### config.mk
export PLATFORM = sky130hd
export DESIGN_NAME = ldm_stm_transfer_sequencer
export DESIGN_NICKNAME = d
export VERILOG_FILES = /design/src/rtl/ldm_stm_transfer_sequencer.sv
export SDC_FILE = /design/constraint.sdc
export NUM_CORES = 1
export LEC_CHECK = 0
export CAP_MARGIN = 15
export CORE_MARGIN = 1.5
export CORE_UTILIZATION = 59
export CTS_BUF_LIST = sky130_fd_sc_hd__clkbuf_16
export DETAILED_ROUTE_END_ITERATION = 8
export PLACE_DENSITY = 0.94
export SKIP_LAST_GASP = 1
export SYNTH_ARGS = -nofsm -noshare
export SYNTH_HDL_FRONTEND = slang
export SYNTH_SLANG_ARGS = --single-unit
### constraint.sdc
create_clock -name clk_in -period 16.5 [get_ports clk_in]
set_clock_uncertainty 0.15 [all_clocks]
set_input_delay 3.3 -clock clk_in [delete_from_list [all_inputs] [get_ports clk_in]]
set_output_delay 3.3 -clock clk_in [all_outputs]
set_load 0.01 [all_outputs]
### src/rtl/ldm_stm_transfer_sequencer.sv
// Purpose: steps an LDM/STM block transfer through memory, then optionally writes back the base register.
// Latency: first access 1 cycle after start; one cycle per word plus waits; then WB (if W) and a DONE cycle.
// Backpressure: mem_ready_in low freezes every output and all state until the memory accepts the access.
module ldm_stm_transfer_sequencer (
  input  logic        clk_in,
  input  logic        reset_in,
  input  logic        start_in,
  input  logic [15:0] reg_list_in,
  input  logic [31:0] base_in,
  input  logic        p_bit_in,
  input  logic        u_bit_in,
  input  logic        w_bit_in,
  input  logic        l_bit_in,
  input  logic [3:0]  reg_addr_in,
  input  logic        reg_last_in,
  input  logic        mem_ready_in,
  output logic        gen_start_out,
  output logic        reg_next_out,
  output logic        mem_req_out,
  output logic        mem_we_out,
  output logic [31:0] mem_addr_out,
  output logic [3:0]  rf_addr_out,
  output logic        rf_we_out,
  output logic        wb_en_out,
  output logic [31:0] wb_data_out,
  output logic        busy_out,
  output logic        done_out
);

  typedef enum logic [1:0] {
    IDLE = 2'd0,
    XFER = 2'd1,
    WB   = 2'd2,
    DONE = 2'd3
  } state_t;

  state_t      state_q;
  logic [31:0] addr_q;
  logic [31:0] wb_val_q;
  logic        load_q;
  logic        wb_q;

  logic [4:0]  n_regs;
  logic [31:0] n_bytes;
  logic [31:0] start_addr;
  logic [31:0] wb_val;
  logic        in_xfer;
  logic        xfer_fire;

  // Count the registers in the list; 0..16 needs five bits.
  always_comb begin
    n_regs = 5'd0;
    for (int i = 0; i < 16; i++) begin
      n_regs = n_regs + {4'd0, reg_list_in[i]};
    end
  end

  assign n_bytes = {25'd0, n_regs, 2'b00};

  // Lowest address of the block; registers always go out in ascending order from here.
  always_comb begin
    start_addr = base_in;
    case ({p_bit_in, u_bit_in})
      2'b01:   start_addr = base_in;                          // IA
      2'b11:   start_addr = base_in + 32'd4;                  // IB
      2'b00:   start_addr = base_in - n_bytes + 32'd4;        // DA
      default: start_addr = base_in - n_bytes;                // DB
    endcase
  end

  assign wb_val = u_bit_in ? (base_in + n_bytes) : (base_in - n_bytes);

  assign in_xfer   = (state_q == XFER);
  // Reset in the same cycle suppresses the handshake strobes.
  assign xfer_fire = in_xfer & mem_ready_in & ~reset_in;

  // Sequencer state and the fields captured at launch.
  always_ff @(posedge clk_in) begin
    if (reset_in) begin
      state_q  <= IDLE;
      addr_q   <= 32'd0;
      wb_val_q <= 32'd0;
      load_q   <= 1'b0;
      wb_q     <= 1'b0;
    end else begin
      case (state_q)
        IDLE: begin
          if (start_in) begin
            load_q   <= l_bit_in;
            wb_q     <= w_bit_in;
            wb_val_q <= wb_val;
            addr_q   <= start_addr;
            // An empty list skips both the accesses and the writeback.
            state_q  <= (n_regs == 5'd0) ? DONE : XFER;
          end
        end
        XFER: begin
          if (mem_ready_in) begin
            addr_q <= addr_q + 32'd4;
            if (reg_last_in) begin
              state_q <= wb_q ? WB : DONE;
            end
          end
        end
        WB: begin
          state_q <= DONE;
        end
        DONE: begin
          state_q <= IDLE;
        end
        default: begin
          state_q <= IDLE;
        end
      endcase
    end
  end

  assign gen_start_out = start_in & (state_q == IDLE) & ~reset_in;
  assign busy_out      = (state_q != IDLE);
  assign done_out      = (state_q == DONE);

  assign mem_req_out   = in_xfer;
  assign mem_we_out    = in_xfer & ~load_q;
  assign mem_addr_out  = in_xfer ? addr_q : 32'd0;
  assign rf_addr_out   = in_xfer ? reg_addr_in : 4'd0;
  assign rf_we_out     = xfer_fire & load_q;
  assign reg_next_out  = xfer_fire & ~reg_last_in;

  assign wb_en_out     = (state_q == WB);
  assign wb_data_out   = (state_q == WB) ? wb_val_q : 32'd0;

endmodule

==> results of run 1 <==
[cell type report]
cell class                      count  share of cell area
Timing Repair Buffer              150               0.152
Tap cell                          176              0.0229
Multi-Input combinational cell    968               0.630
Inverter                           60              0.0234
Clock buffer                        9              0.0234
Sequential cell                    68               0.142
Clock inverter                      7             0.00625
[worst min-delay path: cells and delay by family, from the launching register on]
kind             cells  cell delay [ns]
AO/OA/AOI/OAI        1             0.05
flip-flops           1             0.30
AND/OR/NAND/NOR      1             0.05
[per-layer routing]
layer | share of wire | track usage | vias up | wire length, µm
met5 | 0 | 0 | - | 0
met4 | 0.030 | 0.116 | 0 | 823
met3 | 0.14 | 0.0704 | 73 | 3900
met2 | 0.43 | 0.564 | 769 | 11900
met1 | 0.41 | 0.557 | 4338 | 11300
li1 | - | - | 4376 | -
[power groups by stage]
stage	registers [mW]	logic, mW	clock network, mW
floorplan	0.248	0.526	0
global placement	0.264	0.713	0
detailed placement	0.267	0.737	0
CTS	0.264	0.742	0.187
global route	0.272	0.825	0.195
finish	0.267	0.762	0.189
[sequential cells by signal (all words and copies together) (netlist names)]
signal,cells
addr_q,32
wb_val_q,32
state_q,2
load_q,1
wb_q,1
[cell usage after synthesis (all sizes together) (6+ instances only)]
master | number | area, µm²
a211oi | 15 | 118
a21o | 11 | 83.8
a21oi | 87 | 435
a221oi | 6 | 52.6
a31o | 8 | 70.1
a31oi | 16 | 100
and2 | 77 | 482
and3 | 17 | 106
and4 | 10 | 87.6
buf | 17 | 86.3
clkbuf | 71 | 267
dfxtp | 68 | 1360
fa | 12 | 240
ha | 26 | 325
inv | 58 | 218
nand2 | 153 | 574
nand2b | 7 | 43.8
nand3 | 52 | 260
nand4 | 24 | 150
nor2 | 83 | 312
nor2b | 8 | 50.1
nor3 | 41 | 205
nor4 | 16 | 106
o211ai | 10 | 75.1
o21a | 7 | 52.6
o21ai | 80 | 400
o22ai | 15 | 93.8
o31ai | 8 | 60.1
or4 | 15 | 124
xnor2 | 48 | 420
xor2 | 30 | 263
[per-stage QoR]
step / total power, mW / setup WS (ns) / hold slack [ns] / cells
2_1_floorplan: 0.774 / 6.85 / 0.277 / 1184
6_report: 1.22 / 6.25 / 0.293 / 1438
5_1_grt: 1.29 / 5.94 / 0.316 / 1438
3_3_place_gp: 0.977 / 6.22 / 0.286 / 1422
3_5_place_dp: 1.00 / 5.95 / 0.291 / 1422
4_1_cts: 1.19 / 6.29 / 0.297 / 1438
[worst max-delay path by stage]
stage,startpoint,end,slack [ns],cells after the start
finish,reg_list_in[5],addr_q[24],6.25,22
global route,reg_list_in[5],addr_q[24],5.94,22
CTS,reg_list_in[5],addr_q[24],6.29,22
detailed placement,reg_list_in[5],addr_q[24],5.95,22
global placement,reg_list_in[0],addr_q[24],6.22,22
floorplan,reg_list_in[0],addr_q[24],6.85,21
[logic make-up after synthesis]
family                     synth area share
and+or+nand+nor                       0.337
AOI/OAI and AO/OA                     0.258
buffers and inverters                0.0724
xor gates and xnor gates             0.0856
DFF                                   0.171
adders and majority gates            0.0708
muxes                               0.00502
==> run metrics, run 1 <==
status=completed; commonest non-fill, non-tap cells in the layout=153 x nand2_1, 135 x clkdlybuf4s50_1, 86 x a21oi_1; n_diodes=0; flop-to-flop setup slack=13.22 ns; Setup CP Type=input port to flip-flop; crit path DAT=10.30 ns; PortBufs=136; Die Width=119 µm; part of the total power dissipated in sequential elements=0.219; setup TNS=0 ns; standard cell area after detailed placement=9320 µm²; commonest non-fill, non-tap cell in the layout=nand2_1; NumNets Final=1356; required time of the critical path=16.55 ns; DRC violation count after routing=0; GRT Resource Usage Total=0.380; count of flip-flops with a built-in enable after synthesis=0; clock network power share=0.155; RSZ-0062 raised after global routing=false; final-layout fill cell count=1070; fraction of the yosys area taken by sequential cells=0.171; delay contributed by the slowest stage of the critical path=0.73 ns; leakage power of the design=3.45 nW; count of final setup violators=0; via count of the first global-routing pass=8123; total non-filler cell area in the finished layout=9610 µm²; TritonCTS buffer count=9; worst r2r dst=addr_q[15]; setup repair bufs after CTS=0; predominant post-synthesis flop cell=dfxtp_1; shortest period the worst path allows=10.25 ns; critical path endpoint category=flip-flop; instance count along the most critical hold path=2; Total Wirelength=27.9 mm; warnings from Yosys=0; Synth Net Count=1283; Detail Route Antenna Nets=0; cell type group with the largest total delay on the critical path=adder cells; highest net fanout along the worst path=8; largest net degree at the start of global routing=88; number of hold violations in the final report=0; async set-reset flop share out of synthesis=0; Die H=119 µm; synthesized instance count=1184; later-pin clock latency in the skew report=0.34 ns; number of storage elements in the synthesis netlist=68; max-slew violation count=0; post-route fraction of the period consumed by the critical path=0.621; post-synthesis average cell area=6.74 µm²; area grow syn2layout=20.3%; initial antenna violation count=0; initial standard-cell utilization of the core=0.603; endpoint of the worst hold path=wb_val_q[25]; Most common cell on crit path=fa_1; CORE AREA=13200 µm²; Critical-path top delay cell=a2111oi_2; first-pass GRT wire length=43.6 mm; Pint=620 µW; Comb pwr share=0.626; worst max-slew margin expressed relative to the limit=0.385; HPWL after detailed placement=20.9 mm; standard-cell row count=42; transition at the pin with the smallest max-transition slack=0.923 ns; number of top-level design ports=137; residual overflow from global routing=0; combined area of the multi-input logic cells=6050 µm²; final weighted congestion in routability-driven placement=1.03; hold crit path type=flip-flop to flip-flop; highest clock rate=0.0975 GHz; count of cells resized by post-cts repair=0; total number of vias=9556; netlist area before placement=7980 µm²; maximum buffer depth of the clock tree=2; sw power=598 µW; area of all sequential standard cells=1360 µm²; distinct cell type count of the synthesized netlist=74; Switching Share=0.491; wire length per cell=19.4 µm; hold_buf cts=0; final cell utilization of the core=0.725; CP bufs+invs=4; launching point of the worst reg2reg path=state_q[1]; proportion of layout cells with a drive suffix above 1=0.0404; clock root buffer=clkbuf_16; Worst Setup Start Kind=input port; number of clock sinks=68; cells along the critical path=clkdlybuf4s50_1, inv_1, fa_1, fa_1, fa_1, fa_1, inv_1, ha_1, a21o_1, a21oi_1, xor2_1, inv_1, ha_1, nor2b_1, a21oi_1, xnor2_1, a31oi_1, or4_1, a2111oi_2, or3b_1, nand4_1, a31oi_1; max-cap check violation count=0; violation count after the first detailed-route iteration=1726; startpoint of the lowest-slack hold path=wb_val_q[25]; worst IR drop on VDD=130 µV; TritonCTS clock tree=built; post-DR vias/cell=6.65; H-tree depth=3; post-CTS clock slew at the launch and capture registers of the worst setup and hold paths=0.06 ns; first drt pass iteration count=7; DIE AREA=14200 µm²; worst r2r path cells=11; cell area power density=127 nW/µm²
Note: power is estimated with default switching activity, not from simulation.
==> run 2, diff against run 1 <==
--- a/config.mk
+++ b/config.mk
@@ -7,10 +7,10 @@
 export LEC_CHECK = 0
 export CAP_MARGIN = 15
 export CORE_MARGIN = 1.5
-export CORE_UTILIZATION = 59
+export CORE_UTILIZATION = 50
 export CTS_BUF_LIST = sky130_fd_sc_hd__clkbuf_16
 export DETAILED_ROUTE_END_ITERATION = 8
-export PLACE_DENSITY = 0.94
+export PLACE_DENSITY = 0.85
 export SKIP_LAST_GASP = 1
 export SYNTH_ARGS = -nofsm -noshare
 export SYNTH_HDL_FRONTEND = slang
==> constraint.sdc (replaced) <==
create_clock -name clk_in -period 8.3 [get_ports clk_in]
set_clock_uncertainty 0.15 [all_clocks]
set_input_delay 1.66 -clock clk_in [delete_from_list [all_inputs] [get_ports clk_in]]
set_output_delay 1.66 -clock clk_in [all_outputs]
set_load 0.01 [all_outputs]
==> run metrics, run 2 (same netlist as run 1, synthesis figures left out) <==
number of top-level design ports=137; area grow syn2layout=28.0%; TritonCTS clock tree=built; post-route fraction of the period consumed by the critical path=0.963; initial standard-cell utilization of the core=0.508; number of clock sinks=68; number of hold violations in the final report=0; cell type group with the largest total delay on the critical path=adder cells; Total Wirelength=30.7 mm; standard cell area after detailed placement=9840 µm²; H-tree depth=3; cells along the critical path=clkdlybuf4s50_1, inv_1, fa_1, fa_1, fa_1, fa_1, inv_1, ha_1, inv_1, fa_1, xnor2_2, ha_1, nor2b_1, buf_4, a2111o_1, and3_1, or4_1, and3_1, a2111oi_2, buf_4, xnor2_1, nand3_1, a221oi_1; critical path endpoint category=flip-flop; violation count after the first detailed-route iteration=1290; post-DR vias/cell=6.34; highest clock rate=0.125 GHz; worst IR drop on VDD=297 µV; endpoint of the worst hold path=wb_val_q[22]; highest net fanout along the worst path=5; launching point of the worst reg2reg path=state_q[1]; hold crit path type=flip-flop to flip-flop; via count of the first global-routing pass=8530; CORE AREA=15700 µm²; n_diodes=0; flop-to-flop setup slack=4.45 ns; CP bufs+invs=6; commonest non-fill, non-tap cells in the layout=153 x nand2_1, 135 x clkdlybuf4s50_1, 86 x a21oi_1; residual overflow from global routing=0; DIE AREA=16700 µm²; Detail Route Antenna Nets=0; Die Width=129 µm; PortBufs=136; Critical-path top delay cell=fa_1; maximum buffer depth of the clock tree=2; clock root buffer=clkbuf_16; shortest period the worst path allows=7.99 ns; total number of vias=9776; setup repair bufs after CTS=0; HPWL after detailed placement=23.1 mm; DRC violation count after routing=0; leakage power of the design=3.77 nW; crit path DAT=8.09 ns; commonest non-fill, non-tap cell in the layout=nand2_1; transition at the pin with the smallest max-transition slack=1.09 ns; proportion of layout cells with a drive suffix above 1=0.0928; initial antenna violation count=0; max-cap check violation count=0; Most common cell on crit path=fa_1; Setup CP Type=input port to flip-flop; GRT Resource Usage Total=0.364; largest registers=addr_q (32), wb_val_q (32), state_q (2); worst r2r path cells=12; post-CTS clock slew at the launch and capture registers of the worst setup and hold paths=0.06 ns; delay contributed by the slowest stage of the critical path=0.56 ns; total non-filler cell area in the finished layout=10200 µm²; instance count along the most critical hold path=2; wire length per cell=19.9 µm; final weighted congestion in routability-driven placement=1.03; Worst Setup Start Kind=input port; max-slew violation count=0; later-pin clock latency in the skew report=0.35 ns; first-pass GRT wire length=47.4 mm; standard-cell row count=46; tightest hold margin=0.294 ns; TritonCTS buffer count=9; count of final setup violators=0; status=completed; cell area power density=263 nW/µm²; required time of the critical path=8.40 ns; NumNets Final=1420; startpoint of the lowest-slack hold path=wb_val_q[22]; worst max-slew margin expressed relative to the limit=0.275; worst r2r dst=addr_q[20]; largest net degree at the start of global routing=89; first drt pass iteration count=6; Die H=129 µm
## run 2: changes by cell type in the layout (fill, tap and decap cells not counted), sizes merged
cell	previous run	this run
clkinv	6	5
inv	60	59
buf	15	79
clkinvlp	0	1
bufinv	1	2
## run 2: worst max path at each step
stage | start | endpoint | slack (ns) | depth (start not counted)
floorplan | reg_list_in[0] | addr_q[24] | 0.29 | 21
global placement | reg_list_in[0] | addr_q[29] | 0.01 | 22
detailed placement | reg_list_in[0] | addr_q[29] | -0.13 | 22
CTS | reg_list_in[0] | addr_q[29] | 0.21 | 22
global route | reg_list_in[0] | addr_q[31] | -0.02 | 24
finish | reg_list_in[0] | addr_q[21] | 0.31 | 23
## run 2: area by class of cell
class	instances	area (µm²)
clock inverter	7	98.8
inverter	60	225
sequential	68	1360
fill	1419	5490
tap	216	270
timing repair buffer	214	1960
clock buffer	9	225
multi-input combinational	968	6080
## run 2: what timing repair did
action                                  4_1_cts  5_1_grt
hold buffers                                  0        0
endpoints found under the setup margin        0        9
resized for setup                             0        5
## run 2: worst reg2reg max path, stage by stage, from the launching register on
cell and delay (ns):
dfxtp_1 0.40, inv_1 0.10, ha_2 0.17, buf_4 0.36, clkinv_1 0.11, buf_4 0.34
o22a_1 0.40, o21ai_1 0.12, buf_4 0.27, nor2_1 0.63, o311ai_0 0.28, a21oi_1 0.28
nor4_1 0.09
## run 2: routing by layer
layer / vias up / part of all wire / GRT usage
met5: - / 0 / 0
met4: 0 / 0.031 / 0.107
met3: 67 / 0.12 / 0.0644
met2: 636 / 0.42 / 0.531
met1: 4554 / 0.43 / 0.542
li1: 4519 / - / -
## run 2: through the flow
step,utilization,TNS [ns],power (mW),worst slack [ns],instances
3_5_place_dp,0.626,-0.401,2.17,-0.125,1525
2_1_floorplan,-,0,1.54,0.291,1184
4_1_cts,0.647,0,2.61,0.213,1541
3_3_place_gp,0.626,0,2.12,0.0120,1525
6_report,0.651,0,2.68,0.307,1542
5_1_grt,0.651,-0.0702,2.86,-0.0236,1542
## run 2: where the power goes
group	internal (mW)	leakage (nW)	switching (mW)	total [mW]
logic	0.721	3.06	1.01	1.73
clock network	0.265	0.156	0.161	0.426
registers	0.426	0.559	0.104	0.530
